`config.mk`:
```
export PLATFORM = sky130hd
export DESIGN_NAME = uart_cmd_rx_flat
export DESIGN_NICKNAME = d
export VERILOG_FILES = /design/src/rtl/atr_cmd_pkg.sv /design/src/rtl/uart_cmd_rx_if.sv /design/src/rtl/uart_rx_byte.sv /design/src/rtl/uart_cmd_rx.sv /design/src/flat_wrapper.sv
export SDC_FILE = /design/constraint.sdc
export NUM_CORES = 1
export LEC_CHECK = 0
export ABC_CLOCK_PERIOD_IN_PS = 2100
export BUFFER_PORTS_ARGS = -buffer_cell sky130_fd_sc_hd__buf_2
export CAP_MARGIN = 5
export CORE_UTILIZATION = 35
export DETAILED_ROUTE_END_ITERATION = 8
export MAX_ROUTING_LAYER = met4
export PLACE_DENSITY = 0.5
export SYNTH_ARGS = -nofsm -noshare
export SYNTH_HDL_FRONTEND = slang
export SYNTH_SLANG_ARGS = --single-unit
```
`constraint.sdc`:
```
create_clock -name normal_clk -period 2.1 [get_ports normal_clk]
set_clock_uncertainty 0.1 [all_clocks]
set_input_delay 0.105 -clock normal_clk [delete_from_list [all_inputs] [get_ports normal_clk]]
set_output_delay 0.105 -clock normal_clk [all_outputs]
set_load 0.05 [all_outputs]
```
`src/rtl/atr_cmd_pkg.sv`:
```
// rtl/atr_cmd_pkg.sv - shared opcodes, sync byte and FSM encodings for the command link (CMD_CHECKSUM_EN adds P_CHK)
package atr_cmd_pkg;

  localparam logic [7:0] OP_START      = 8'h01;
  localparam logic [7:0] OP_SET_CYCLES = 8'h02;
  localparam logic [7:0] OP_ABORT      = 8'h03;
  localparam logic [7:0] OP_QUERY      = 8'h04;
  localparam logic [7:0] SYNC_BYTE     = 8'hA5;

  typedef enum logic [1:0] {
    B_IDLE,
    B_START,
    B_DATA,
    B_STOP
  } bit_state_t;

  typedef enum logic [2:0] {
    P_WAIT_SYNC,
    P_OP,
    P_ARG_HI,
    P_ARG_LO,
`ifdef CMD_CHECKSUM_EN
    P_CHK,
`endif
    P_EMIT
  } parser_state_t;

  function automatic logic op_is_valid(input logic [7:0] op);
    return (op >= OP_START) && (op <= OP_QUERY);
  endfunction

endpackage

```
`src/rtl/uart_cmd_rx_if.sv`:
```
// rtl/uart_cmd_rx_if.sv - command valid/ready handshake between the UART parser and the sweep FSM
interface uart_cmd_rx_if;
  logic        cmd_valid;
  logic        cmd_ready;
  logic [7:0]  cmd_op;
  logic [15:0] cmd_arg;

  modport master (output cmd_valid, output cmd_op, output cmd_arg, input cmd_ready);
  modport slave  (input cmd_valid, input cmd_op, input cmd_arg, output cmd_ready);
endinterface

```
`src/rtl/uart_rx_byte.sv`:
```
// rtl/uart_rx_byte.sv - 8N1 byte receiver: rx synchroniser, 16x oversample tick generator and bit FSM
module uart_rx_byte
  import atr_cmd_pkg::*;
#(
  parameter int CLK_HZ = 100_000_000,
  parameter int BAUD   = 115200
) (
  input  logic       normal_clk,
  input  logic       reset,
  input  logic       rx,
  output logic       tick,
  output logic       byte_valid,
  output logic [7:0] byte_data,
  output logic       stop_err
);

  localparam int DIV   = CLK_HZ / (BAUD * 16);
  localparam int DIV_W = (DIV > 1) ? $clog2(DIV) : 1;

  logic             rx_meta, rx_sync, rx_prev, rx_fall;
  logic [DIV_W-1:0] div_cnt;
  bit_state_t       state, state_nxt;
  logic [3:0]       os_cnt, os_nxt;
  logic [2:0]       bit_idx, idx_nxt;
  logic [7:0]       shreg, sh_nxt;
  logic             valid_nxt, serr_nxt, start_det;

  // Preset high so a reset does not look like a start edge.
  always_ff @(posedge normal_clk) begin
    if (reset) begin
      rx_meta <= 1'b1;
      rx_sync <= 1'b1;
      rx_prev <= 1'b1;
    end else begin
      rx_meta <= rx;
      rx_sync <= rx_meta;
      rx_prev <= rx_sync;
    end
  end

  assign rx_fall = rx_prev & ~rx_sync;
  assign tick    = (div_cnt == DIV_W'(DIV - 1));

  always_ff @(posedge normal_clk) begin
    if (reset || start_det || tick) div_cnt <= '0;
    else                            div_cnt <= div_cnt + DIV_W'(1);
  end

  always_ff @(posedge normal_clk) begin
    if (reset) begin
      state      <= B_IDLE;
      os_cnt     <= '0;
      bit_idx    <= '0;
      shreg      <= '0;
      byte_valid <= 1'b0;
      stop_err   <= 1'b0;
    end else begin
      state      <= state_nxt;
      os_cnt     <= os_nxt;
      bit_idx    <= idx_nxt;
      shreg      <= sh_nxt;
      byte_valid <= valid_nxt;
      stop_err   <= serr_nxt;
    end
  end

  always_comb begin
    state_nxt = state;
    os_nxt    = os_cnt;
    idx_nxt   = bit_idx;
    sh_nxt    = shreg;
    valid_nxt = 1'b0;
    serr_nxt  = 1'b0;
    start_det = 1'b0;
    case (state)
      B_IDLE: begin
        if (rx_fall) begin
          start_det = 1'b1;
          os_nxt    = '0;
          state_nxt = B_START;
        end
      end
      B_START: begin
        if (tick) begin
          if (os_cnt == 4'd7) begin
            os_nxt    = '0;
            idx_nxt   = '0;
            state_nxt = rx_sync ? B_IDLE : B_DATA;
          end else begin
            os_nxt = os_cnt + 4'd1;
          end
        end
      end
      B_DATA: begin
        if (tick) begin
          os_nxt = os_cnt + 4'd1;
          if (os_cnt == 4'd15) begin
            sh_nxt = {rx_sync, shreg[7:1]};
            if (bit_idx == 3'd7) state_nxt = B_STOP;
            else                 idx_nxt   = bit_idx + 3'd1;
          end
        end
      end
      B_STOP: begin
        if (tick) begin
          os_nxt = os_cnt + 4'd1;
          if (os_cnt == 4'd15) begin
            valid_nxt = rx_sync;
            serr_nxt  = ~rx_sync;
            state_nxt = B_IDLE;
          end
        end
      end
      default: state_nxt = B_IDLE;
    endcase
  end

  assign byte_data = shreg;

endmodule

```
`src/rtl/uart_cmd_rx.sv`:
```
// rtl/uart_cmd_rx.sv - UART command frame parser with valid/ready output; CMD_CHECKSUM_EN adds an XOR checksum byte
module uart_cmd_rx
  import atr_cmd_pkg::*;
#(
  parameter int CLK_HZ        = 100_000_000,
  parameter int BAUD          = 115200,
  parameter int TIMEOUT_TICKS = 4096
) (
  input  logic           normal_clk,
  input  logic           reset,
  input  logic           rx,
  uart_cmd_rx_if.master  cmd,
  output logic           frame_err,
  output logic           overrun,
  output logic [7:0]     err_count
);

  localparam int GAP_W = $clog2(TIMEOUT_TICKS + 1);

  logic             tick, byte_valid, stop_err, timeout;
  logic [7:0]       byte_data;
  logic [GAP_W-1:0] gap_cnt;

  parser_state_t p_state, p_nxt;
  logic [7:0]    op_reg, op_nxt, hi_reg, hi_nxt, lo_reg, lo_nxt;
  logic          cmd_valid_r, v_nxt;
  logic [7:0]    cmd_op_r, cop_nxt;
  logic [15:0]   cmd_arg_r, carg_nxt;
  logic          err_nxt, ovr_nxt;

  uart_rx_byte #(
    .CLK_HZ (CLK_HZ),
    .BAUD   (BAUD)
  ) u_rx_byte (
    .normal_clk (normal_clk),
    .reset      (reset),
    .rx         (rx),
    .tick       (tick),
    .byte_valid (byte_valid),
    .byte_data  (byte_data),
    .stop_err   (stop_err)
  );

  // Idle gap between delivered bytes, saturating at the timeout.
  always_ff @(posedge normal_clk) begin
    if (reset || byte_valid)
      gap_cnt <= '0;
    else if (tick && gap_cnt != GAP_W'(TIMEOUT_TICKS))
      gap_cnt <= gap_cnt + GAP_W'(1);
  end

  assign timeout = (gap_cnt == GAP_W'(TIMEOUT_TICKS)) &&
                   (p_state != P_WAIT_SYNC) && (p_state != P_EMIT);

  always_ff @(posedge normal_clk) begin
    if (reset) begin
      p_state     <= P_WAIT_SYNC;
      op_reg      <= '0;
      hi_reg      <= '0;
      lo_reg      <= '0;
      cmd_valid_r <= 1'b0;
      cmd_op_r    <= '0;
      cmd_arg_r   <= '0;
      frame_err   <= 1'b0;
      overrun     <= 1'b0;
      err_count   <= '0;
    end else begin
      p_state     <= p_nxt;
      op_reg      <= op_nxt;
      hi_reg      <= hi_nxt;
      lo_reg      <= lo_nxt;
      cmd_valid_r <= v_nxt;
      cmd_op_r    <= cop_nxt;
      cmd_arg_r   <= carg_nxt;
      frame_err   <= err_nxt;
      overrun     <= ovr_nxt;
      if (err_nxt && err_count != 8'hFF) err_count <= err_count + 8'd1;
    end
  end

  always_comb begin
    p_nxt    = p_state;
    op_nxt   = op_reg;
    hi_nxt   = hi_reg;
    lo_nxt   = lo_reg;
    v_nxt    = cmd_valid_r;
    cop_nxt  = cmd_op_r;
    carg_nxt = cmd_arg_r;
    err_nxt  = 1'b0;
    ovr_nxt  = 1'b0;
    if (cmd_valid_r && cmd.cmd_ready) v_nxt = 1'b0;
    case (p_state)
      P_WAIT_SYNC: begin
        if (byte_valid && byte_data == SYNC_BYTE) p_nxt = P_OP;
      end
      P_OP: begin
        if (byte_valid) begin
          if (op_is_valid(byte_data)) begin
            op_nxt = byte_data;
            p_nxt  = P_ARG_HI;
          end else begin
            err_nxt = 1'b1;
            p_nxt   = P_WAIT_SYNC;
          end
        end
      end
      P_ARG_HI: begin
        if (byte_valid) begin
          hi_nxt = byte_data;
          p_nxt  = P_ARG_LO;
        end
      end
      P_ARG_LO: begin
        if (byte_valid) begin
          lo_nxt = byte_data;
`ifdef CMD_CHECKSUM_EN
          p_nxt  = P_CHK;
`else
          p_nxt  = P_EMIT;
`endif
        end
      end
`ifdef CMD_CHECKSUM_EN
      P_CHK: begin
        if (byte_valid) begin
          if (byte_data == (op_reg ^ hi_reg ^ lo_reg)) begin
            p_nxt = P_EMIT;
          end else begin
            err_nxt = 1'b1;
            p_nxt   = P_WAIT_SYNC;
          end
        end
      end
`endif
      P_EMIT: begin
        p_nxt = P_WAIT_SYNC;
        // A handshake this cycle frees the holding register for the new command.
        if (cmd_valid_r && !cmd.cmd_ready) begin
          ovr_nxt = 1'b1;
        end else begin
          v_nxt    = 1'b1;
          cop_nxt  = op_reg;
          carg_nxt = {hi_reg, lo_reg};
        end
      end
      default: p_nxt = P_WAIT_SYNC;
    endcase
    if (stop_err && p_state != P_EMIT) begin
      err_nxt = 1'b1;
      p_nxt   = P_WAIT_SYNC;
    end else if (timeout && !byte_valid) begin
      err_nxt = 1'b1;
      p_nxt   = P_WAIT_SYNC;
    end
  end

  assign cmd.cmd_valid = cmd_valid_r;
  assign cmd.cmd_op    = cmd_op_r;
  assign cmd.cmd_arg   = cmd_arg_r;

endmodule
```
`src/flat_wrapper.sv`:
```
// flat-port wrapper written by rule: the top's interface ports become plain ports
module uart_cmd_rx_flat import atr_cmd_pkg::*;
#(
  parameter int CLK_HZ        = 100_000_000,
  parameter int BAUD          = 115200,
  parameter int TIMEOUT_TICKS = 4096
)
  (normal_clk, reset, rx, frame_err, overrun, err_count, cmd_cmd_valid, cmd_cmd_op, cmd_cmd_arg, cmd_cmd_ready);
  uart_cmd_rx_if cmd_i ();
  input  logic normal_clk;
  input  logic reset;
  input  logic rx;
  output logic frame_err;
  output logic overrun;
  output logic [7:0] err_count;
  output wire logic [$bits(cmd_i.cmd_valid)-1:0] cmd_cmd_valid;
  output wire logic [$bits(cmd_i.cmd_op)-1:0] cmd_cmd_op;
  output wire logic [$bits(cmd_i.cmd_arg)-1:0] cmd_cmd_arg;
  input wire logic [$bits(cmd_i.cmd_ready)-1:0] cmd_cmd_ready;
  assign cmd_cmd_valid = cmd_i.cmd_valid;
  assign cmd_cmd_op = cmd_i.cmd_op;
  assign cmd_cmd_arg = cmd_i.cmd_arg;
  assign cmd_i.cmd_ready = cmd_cmd_ready;
  uart_cmd_rx #(.CLK_HZ(CLK_HZ), .BAUD(BAUD), .TIMEOUT_TICKS(TIMEOUT_TICKS)) u_core (.normal_clk(normal_clk), .reset(reset), .rx(rx), .cmd(cmd_i), .frame_err(frame_err), .overrun(overrun), .err_count(err_count));
endmodule
```
==> key figures, run 1 <==
Detailed routing
  – Vias: 3,287
  – ANT nets after route: 0
  – Total wire length: 8370 um
  – 1st-pass router iterations: 4
  – Drt via density: 4.86
  – Starting DRT DRC Count: 137
  – Residual DRC: 0
  – Wire length per cell: 12.4 um

Power and ir drop
  – Worst vdd ir: 411 uV
  – Power density cells: 759 mW/mm2
  – Design Power: 3.72 mW
  – Leakage: 1.83 nW

Floorplan
  – Cell Rows: 39
  – Die height: 111 um
  – Core area: 0.0115 mm2
  – DIE AREA: 0.0124 mm2
  – Initial Util: 0.363
  – IO Count: 39
  – Chip width: 111 um

Critical path
  – Critical path arrival: 2.16 ns
  – CP Max Fanout: 9
  – R2r startpoint: u_core.gap_cnt[0]
  – CP startpoint kind: flip-flop
  – CP endpoint kind: flip-flop
  – R2R depth: 8
  – Critical Path RT: 2.28 ns
  – Critical path class: reg -> reg
  – R2r setup slk: 0.12 ns
  – Worst r2r dst: u_core.err_count[5]

Cells and area
  – Post-Layout Cell Count: 677
  – Util after Layout: 0.426
  – Net count, final: 541
  – Layout cells sized above 1: 0.167
  – Largest register FFs: 16
  – Area grow syn2layout: 17.3%
  – Antenna diodes: 0
  – Fill cells: 1,175
  – Most frequent cells in the layout: dfxtp_1 (103), nand2_1 (89), a21oi_1 (57)
  – Leading cell type in the layout, fill and taps excluded: dfxtp_1

Clocking
  – Max clock buf depth: 2
  – Clock tree sinks: 103
  – CTS tree: yes
  – Num CTS Buffers: 9
  – CTS H-tree lvls: 3
  – Root cell of the clock tree: clkbuf_16
  – Clock slew at reported path FFs: 0.07 ns
  – Later-pin clock latency in the skew report: 0.35 ns

Synth
  – Netlist cell types: 47
  – Asr flop ratio synth: 0
  – Flops & latches, synth: 103
  – Ranking of synthesized cells by area: dfxtp_1 (49%), nand2_1 (8.0%), a21oi_1 (6.8%), nor2_1 (3.6%), mux2i_1 (2.9%)
  – Synthesized area: 0.00418 mm2
  – Biggest area consumer among synthesized cells: dfxtp_1
  – Share of the synthesized area in the top cell type: 0.494
  – Synth warn: 0
  – Syn avg cell area: 8.63 um2
  – Post-synth net total: 496
  – Post-synth top flop: dfxtp_1
  – Cells after Synth: 484
  – Seq/Total Area, Yosys: 0.494
  – EDFF count, synth: 0

Placed design
  – Dpl cells: 660
  – GPL Wtd Cong: 0.734
  – Post-detail-place hpwl: 5750 um
  – Port Buffers: 38

Global route
  – First-pass GRT wire length: 14,700 um
  – Vias in the first global route: 3,150
  – Remaining Overflow, GRT: 0
  – Initial antenna violation count: 0
  – Total GRT Usage: 0.151
  – Largest net degree at the start of global routing: 36

STA
  – Slew Limit Fails: 0
  – Fmax: 505 MHz
  – Setup TNS: 0 ns
  – Slew of the pin with the lowest slew margin: 0.560 ns
  – Minimum clock period: 1.98 ns
  – RSZ-0062 raised after global routing: false
  – Setup violators final: 0
  – Rel. slew slack: 0.626
  – Fin crit share: 0.943
  – Final hold viol count: 0

Min path
  – Hold Startpoint: cmd_cmd_ready
  – Hold Crit Endpoint: u_core.overrun
  – Worst hold stages: 3
  – Worst Hold Class: in -> reg

Outcome
  – Outcome: finished, final reports clean

Job
  – Max-cap violations: 0
==> worst max-delay path: stages (launching register included) <==
cell,delay (ns)
dfxtp_1,0.32
inv_1,0.11
ha_1,0.15
nor4b_2,0.21
and4_1,0.28
a211oi_4,0.07
buf_4,0.19
or3_1,0.34
a21oi_1,0.14
==> how the worst max path moves through the flow <==
stage	startpoint	end	depth (start not counted)
detailed placement	u_core.gap_cnt[2]	u_core.err_count[5]	6
global route	u_core.gap_cnt[0]	u_core.err_count[5]	8
CTS	u_core.gap_cnt[2]	u_core.err_count[5]	6
finish	u_core.gap_cnt[0]	u_core.err_count[5]	8
global placement	u_core.p_state[2]	u_core.err_count[0]	5
floorplan	u_core.err_count[0]	u_core.err_count[0]	5
==> layout make-up <==
type | instances | area, um2 | share of cell area
clock buffers | 10 | 229 | 0.0467
clock inverters | 6 | 70.1 | 0.0143
inverters | 10 | 37.5 | 0.00766
multi-input cells | 347 | 1980 | 0.404
flip-flops and latches | 103 | 2060 | 0.421
well taps | 143 | 179 | 0.0365
repair buffers | 58 | 343 | 0.0699
==> per-stage QoR <==
step	hold slack (ns)	area [um2]	worst slack, ns
after floorplan	0.109	4180	0.146
after global placement	0.207	4590	0.171
after detailed placement	0.209	4590	0.0756
after CTS	0.0242	4900	0.0723
after global routing	0.0317	4900	0.0122
final	0.0127	4900	0.120
==> power by group <==
part           switching [mW]  internal [mW]  leakage (nW)
Sequential             0.0102           1.96         0.830
Clock                   0.750          0.931         0.135
Combinational          0.0455         0.0234         0.869
Total                   0.805           2.91          1.83
==> repair_timing <==
item | 4_1_cts | 5_1_grt
hold endpoints to repair | 1 | 0
setup buffers | 0 | 0
hold buffers | 1 | 0
setup endpoints to repair | 0 | 1
gates resized for setup | 0 | 1
==> Yosys cell counts (3+ instances only) <==
master,instances
xnor2_1,6
inv_1,10
nor3_1,8
or3_1,11
a21oi_1,57
nor2_1,40
nand4_1,9
buf_2,4
dfxtp_1,103
clkbuf_1,19
o21ai_0,16
nand3_1,10
mux2i_1,12
nor2b_1,8
nand2_1,89
xor2_1,9
and2_1,11
ha_1,8
nand2b_1,9
or2_2,5
and3_1,6
a31oi_1,3
nor4b_2,3
==> cell families after synthesis <==
family / after synthesis / synth area share
AOI/OAI and AO/OA: 84 / 0.112
xor gates and xnor gates: 15 / 0.0314
adders and majority gates: 8 / 0.0240
buffers and inverters: 34 / 0.0335
DFF: 103 / 0.494
muxes: 14 / 0.0350
and+or+nand+nor: 226 / 0.270
==> per-layer routing <==
metal	track usage	vias up	wire length [um]
met5	-	-	0
met4	0.0649	0	147
met3	0.0344	12	240
met2	0.238	44	3840
met1	0.187	1490	4140
li1	-	1741	-
No activity file was read; power rests on OpenSTA's default activity.
==> run 2, diff against run 1 <==
--- a/config.mk
+++ b/config.mk
@@ -12,6 +12,8 @@
 export DETAILED_ROUTE_END_ITERATION = 8
 export MAX_ROUTING_LAYER = met4
 export PLACE_DENSITY = 0.5
+export RECOVER_POWER = 100
+export SKIP_CTS_REPAIR_TIMING = 1
 export SYNTH_ARGS = -nofsm -noshare
 export SYNTH_HDL_FRONTEND = slang
 export SYNTH_SLANG_ARGS = --single-unit
==> key figures, run 2 (same netlist as run 1, synthesis figures left out) <==
Outcome
  – Outcome: finished, final reports clean

Floorplan
  – Core area: 0.0115 mm2 (unchanged)
  – Chip width: 111 um (unchanged)
  – Initial Util: 0.363 (unchanged)
  – Die height: 111 um (unchanged)
  – IO Count: 39 (unchanged)
  – DIE AREA: 0.0124 mm2 (unchanged)
  – Cell Rows: 39 (unchanged)

STA
  – Setup TNS: 0 ns (unchanged)
  – Setup violators final: 0 (unchanged)
  – Fmax: 505 MHz (about the same)
  – Slew Limit Fails: 0 (unchanged)
  – Worst Slack Setup Final: 0.120 ns (+0.000261 ns)
  – Rel. slew slack: 0.605 (-0.0217)
  – Minimum clock period: 1.98 ns (-0.000261 ns)
  – Hold slack: 0.0177 ns (+0.00500 ns)
  – Fin crit share: 0.943 (about the same)
  – Final hold viol count: 0 (unchanged)
  – RSZ-0062 raised after global routing: false
  – Slew of the pin with the lowest slew margin: 0.595 ns (+0.0357 ns)

Critical path
  – Critical path arrival: 2.16 ns (about the same)
  – CP Max Fanout: 9 (unchanged)
  – CP Capture Point: u_core.err_count[5]
  – CP endpoint kind: flip-flop
  – R2r startpoint: u_core.gap_cnt[0]
  – CP startpoint kind: flip-flop
  – R2R depth: 8 (unchanged)
  – Worst r2r dst: u_core.err_count[5]
  – R2r setup slk: 0.12 ns (about the same)
  – Critical path class: reg -> reg
  – Critical Path RT: 2.28 ns (about the same)
  – Crit path from: u_core.gap_cnt[0]

Global route
  – Remaining Overflow, GRT: 0 (unchanged)
  – Initial antenna violation count: 0 (unchanged)
  – Total GRT Usage: 0.151 (unchanged)
  – Largest net degree at the start of global routing: 36 (unchanged)
  – First-pass GRT wire length: 14,700 um (unchanged)
  – Vias in the first global route: 3,147 (-0.095%)

Clocking
  – Root cell of the clock tree: clkbuf_16
  – CTS H-tree lvls: 3 (unchanged)
  – Clock tree sinks: 103 (unchanged)
  – CTS tree: yes
  – Num CTS Buffers: 9 (unchanged)
  – Max clock buf depth: 2 (unchanged)
  – Later-pin clock latency in the skew report: 0.35 ns (about the same)
  – Clock slew at reported path FFs: 0.07 ns (about the same)

Detailed routing
  – Starting DRT DRC Count: 141 (+2.9%)
  – ANT nets after route: 0 (unchanged)
  – Wire length per cell: 12.4 um (+0.22%)
  – Vias: 3,293 (+0.18%)
  – Drt via density: 4.86 (+0.18%)
  – Total wire length: 8390 um (+0.22%)
  – Residual DRC: 0 (unchanged)
  – 1st-pass router iterations: 4 (unchanged)

Cells and area
  – Largest register FFs: 16 (unchanged)
  – Layout cells sized above 1: 0.0955 (-0.0712)
  – Net count, final: 541 (unchanged)
  – Util after Layout: 0.420 (-0.00543)
  – Antenna diodes: 0 (unchanged)
  – Fill cells: 1,195 (+1.7%)
  – Leading cell type in the layout, fill and taps excluded: dfxtp_1
  – Area grow syn2layout: 15.8%
  – Most frequent cells in the layout: dfxtp_1 (103), nand2_1 (89), a21oi_1 (57)

Placed design
  – Setup Slack @ Placement: 0.0756 ns (unchanged)
  – Post-detail-place hpwl: 5750 um (unchanged)
  – GPL Wtd Cong: 0.734 (unchanged)
  – Port Buffers: 38 (unchanged)

Power and ir drop
  – Power density cells: 769 mW/mm2 (+1.4%)
  – P_sw: 0.809 mW (+0.49%)
  – Power Internal: 2.91 mW (about the same)
  – Clk pwr share: 0.452 (about the same)
  – Share of power burned in registers: 0.529 (about the same)
  – Worst vdd ir: 411 uV (about the same)
  – Comb pwr share: 0.018 (about the same)
  – Net Sw Frac: 0.217 (+0.000829)
  – Leakage: 1.66 nW (-9.5%)

Job
  – Max-cap violations: 0 (unchanged)

Min path
  – Worst Hold Class: in -> reg
run 2: changes by cell type in the layout (fill, tap and decap cells not counted), sizes merged:
cell,previous run,this run
clkbuf,10,49
buf,57,18
run 2: how the worst min path moves through the flow:
stage	start	end	slack (ns)	cells after the start
after floorplan	rx	u_core.u_rx_byte.rx_meta	0.11	1
after global placement	rx	u_core.u_rx_byte.rx_meta	0.21	2
after detailed placement	rx	u_core.u_rx_byte.rx_meta	0.21	2
after CTS	rx	u_core.u_rx_byte.rx_meta	-0.15	2
after global routing	cmd_cmd_ready	u_core.overrun	0.04	3
final	cmd_cmd_ready	u_core.overrun	0.02	3
run 2: worst max-delay path, cell delays in order (launching register included):
cell	delay [ns]
dfxtp_1	0.32
inv_1	0.11
ha_1	0.15
nor4b_2	0.21
and4_1	0.28
a211oi_4	0.07
buf_4	0.19
or3_1	0.34
a21oi_1	0.14
run 2: final cells by class:
type	instances	area, um2	area share
multi-input combinational	347	1980	0.408
tap	143	179	0.0370
clock buffer	10	229	0.0473
sequential	103	2060	0.426
timing repair buffer	58	287	0.0592
clock inverter	6	70.1	0.0145
inverter	10	37.5	0.00776
run 2: power by group through the flow:
| stage | clock network [mW] | registers (mW) | logic, mW |
|---|---|---|---|
| 3_5_place_dp | 0 | 2.02 | 0.0689 |
| 5_1_grt | 1.81 | 1.97 | 0.0793 |
| 3_3_place_gp | 0 | 2.02 | 0.0686 |
| 6_report | 1.68 | 1.97 | 0.0689 |
| 2_1_floorplan | 0 | 2.01 | 0.0551 |
| 4_1_cts | 1.73 | 1.97 | 0.0692 |
run 2: per-stage QoR:
stage	cell area [um2]	std cells	power [mW]
after floorplan	4180	484	2.06
after global placement	4590	660	2.08
after detailed placement	4590	660	2.09
after CTS	4890	676	3.77
after global routing	4840	677	3.87
final	4840	677	3.72
run 2: per-layer routing:
metal,share of wire,up-vias,track usage
met1,0.50,1499,0.187
met3,0.028,12,0.0344
met4,0.018,0,0.0649
li1,-,1737,-
met2,0.46,45,0.238
met5,0,-,-
==> run 3, diff against run 2 <==
--- a/config.mk
+++ b/config.mk
@@ -8,6 +8,7 @@
 export ABC_CLOCK_PERIOD_IN_PS = 2100
 export BUFFER_PORTS_ARGS = -buffer_cell sky130_fd_sc_hd__buf_2
 export CAP_MARGIN = 5
+export CORE_ASPECT_RATIO = 1.2
 export CORE_UTILIZATION = 35
 export DETAILED_ROUTE_END_ITERATION = 8
 export MAX_ROUTING_LAYER = met4
==> key figures, run 3 (same netlist as run 1, synthesis figures left out) <==
Power and ir drop
  – Worst vdd ir: 443 uV (+7.7%)
  – Power density cells: 767 mW/mm2 (-0.31%)
  – Leakage: 1.66 nW (about the same)
  – Design Power: 3.70 mW (-0.59%)

STA
  – Final hold viol count: 1 (+1)
  – Fin crit share: 0.936 (-0.00686)
  – Fmax: 509 MHz (+0.73%)
  – Setup TNS: 0 ns (unchanged)
  – Slew Limit Fails: 0 (unchanged)
  – Setup violators final: 0 (unchanged)
  – Hold slack: -0.0229 ns (-0.0407 ns)
  – Slew of the pin with the lowest slew margin: 0.638 ns (+0.0423 ns)
  – Minimum clock period: 1.97 ns (-0.0144 ns)
  – Rel. slew slack: 0.574 (-0.0304)

Outcome
  – Outcome: finished with violations
  – Failing checks: hold timing

Cells and area
  – Antenna diodes: 0 (unchanged)
  – Fill cells: 1,216 (+1.8%)
  – Layout cells sized above 1: 0.0892 (-0.00632)
  – Largest register FFs: 16 (unchanged)
  – Area grow syn2layout: 15.5%
  – Net count, final: 535 (-1.1%)
  – Most frequent cells in the layout: dfxtp_1 (103), nand2_1 (89), a21oi_1 (57)
  – Leading cell type in the layout, fill and taps excluded: dfxtp_1
  – Final Cell Area: 0.00483 mm2 (-0.28%)
  – Post-Layout Cell Count: 684 (+1.0%)

Min path
  – Worst Hold Class: in -> reg

Clocking
  – CTS tree: yes
  – Later-pin clock latency in the skew report: 0.34 ns (about the same)
  – Root cell of the clock tree: clkbuf_16
  – Clock slew at reported path FFs: 0.07 ns (about the same)
  – Max clock buf depth: 2 (unchanged)
  – Num CTS Buffers: 9 (unchanged)
  – CTS H-tree lvls: 3 (unchanged)
  – Clock tree sinks: 103 (unchanged)

Critical path
  – Slowest stage cell, crit path: or3_1
  – Worst Path Buf+Inv: 2 (unchanged)
  – CP peak stage delay: 0.34 ns (about the same)
  – CP startpoint kind: flip-flop
  – CP Cell Sequence: inv_1 > ha_1 > nor4b_4 > and4_4 > a211oi_4 > buf_4 > or3_1 > a21oi_1
  – CP endpoint kind: flip-flop
  – Critical Path RT: 2.27 ns (about the same)
  – Critical path class: reg -> reg
  – Critical path arrival: 2.14 ns (-0.02 ns)
  – Delay-heaviest family, CP: simple AND/OR/NAND/NOR gates
  – CP Max Fanout: 9 (unchanged)

Global route
  – Remaining Overflow, GRT: 0 (unchanged)
  – Total GRT Usage: 0.148 (-0.00304)
  – First-pass GRT wire length: 14,100 um (-4.5%)
  – Largest net degree at the start of global routing: 48 (+33%)
  – Initial antenna violation count: 0 (unchanged)
  – Vias in the first global route: 3,096 (-1.6%)

Placed design
  – Dpl cells: 668 (+1.2%)
  – GPL Wtd Cong: 0.779 (+6.2%)
  – Post-detail-place hpwl: 5650 um (-1.8%)
  – Port Buffers: 38 (unchanged)
  – Area after DPL: 0.00456 mm2 (-0.60%)

Floorplan
  – Chip width: 102 um (-8.6%)
  – IO Count: 39 (unchanged)
  – DIE AREA: 0.0124 mm2 (about the same)
  – Initial Util: 0.361 (-0.00161)
  – Die height: 122 um (+9.4%)
  – Core area: 0.0116 mm2 (+0.45%)
  – Cell Rows: 43 (+10%)

Detailed routing
  – Vias: 3,285 (-0.24%)
  – Residual DRC: 0 (unchanged)
  – Wire length per cell: 11.9 um (-4.1%)
  – Drt via density: 4.80 (-1.3%)
  – Total wire length: 8130 um (-3.1%)
  – Starting DRT DRC Count: 67 (-52%)
  – 1st-pass router iterations: 4 (unchanged)
  – ANT nets after route: 0 (unchanged)

Job
  – Max-cap violations: 0 (unchanged)
[run 3: layer usage]
metal / vias to the layer above / track usage / part of all wire
li1: 1721 / - / -
met1: 1522 / 0.177 / 0.49
met2: 31 / 0.244 / 0.47
met3: 11 / 0.0207 / 0.022
met4: 0 / 0.0734 / 0.022
met5: - / - / 0
[run 3: tightest hold or removal path, stage by stage]
cell and delay [ns]:
buf_2 0.07, nand2b_1 0.15, nor3_1 0.06
[run 3: path summary, 6_finish.rpt]
path                                          startpoint                        to  slack [ns]  cells past startpoint
worst min-delay path                       cmd_cmd_ready            u_core.overrun       -0.02                      3
worst min register to register  u_core.u_rx_byte.rx_meta  u_core.u_rx_byte.rx_sync        0.32                      1
worst max register to register         u_core.gap_cnt[0]       u_core.err_count[4]        0.13                      8
worst max-delay path                   u_core.gap_cnt[0]       u_core.err_count[4]        0.13                      8
[run 3: layout make-up]
cell class / instances / area [um2] / area share
multi-input cells: 347 / 1990 / 0.412
repair buffers: 52 / 244 / 0.0506
well taps: 157 / 196 / 0.0407
clock inverters: 6 / 70.1 / 0.0145
clock buffers: 9 / 225 / 0.0467
flip-flops and latches: 103 / 2060 / 0.427
inverters: 10 / 37.5 / 0.00778
[run 3: through the flow]
step | setup WS (ns) | utilization
3_5_place_dp | 0.0744 | 0.394
5_1_grt | -0.0216 | 0.417
6_report | 0.134 | 0.417
3_3_place_gp | 0.152 | 0.394
4_1_cts | 0.0552 | 0.420
2_1_floorplan | 0.146 | -
[run 3: power by group]
part           switching (mW)  internal (mW)  leakage [nW]
combinational          0.0449         0.0216         0.684
clock                   0.737          0.928         0.146
sequential            0.00965           1.96         0.830
total                   0.791           2.91          1.66
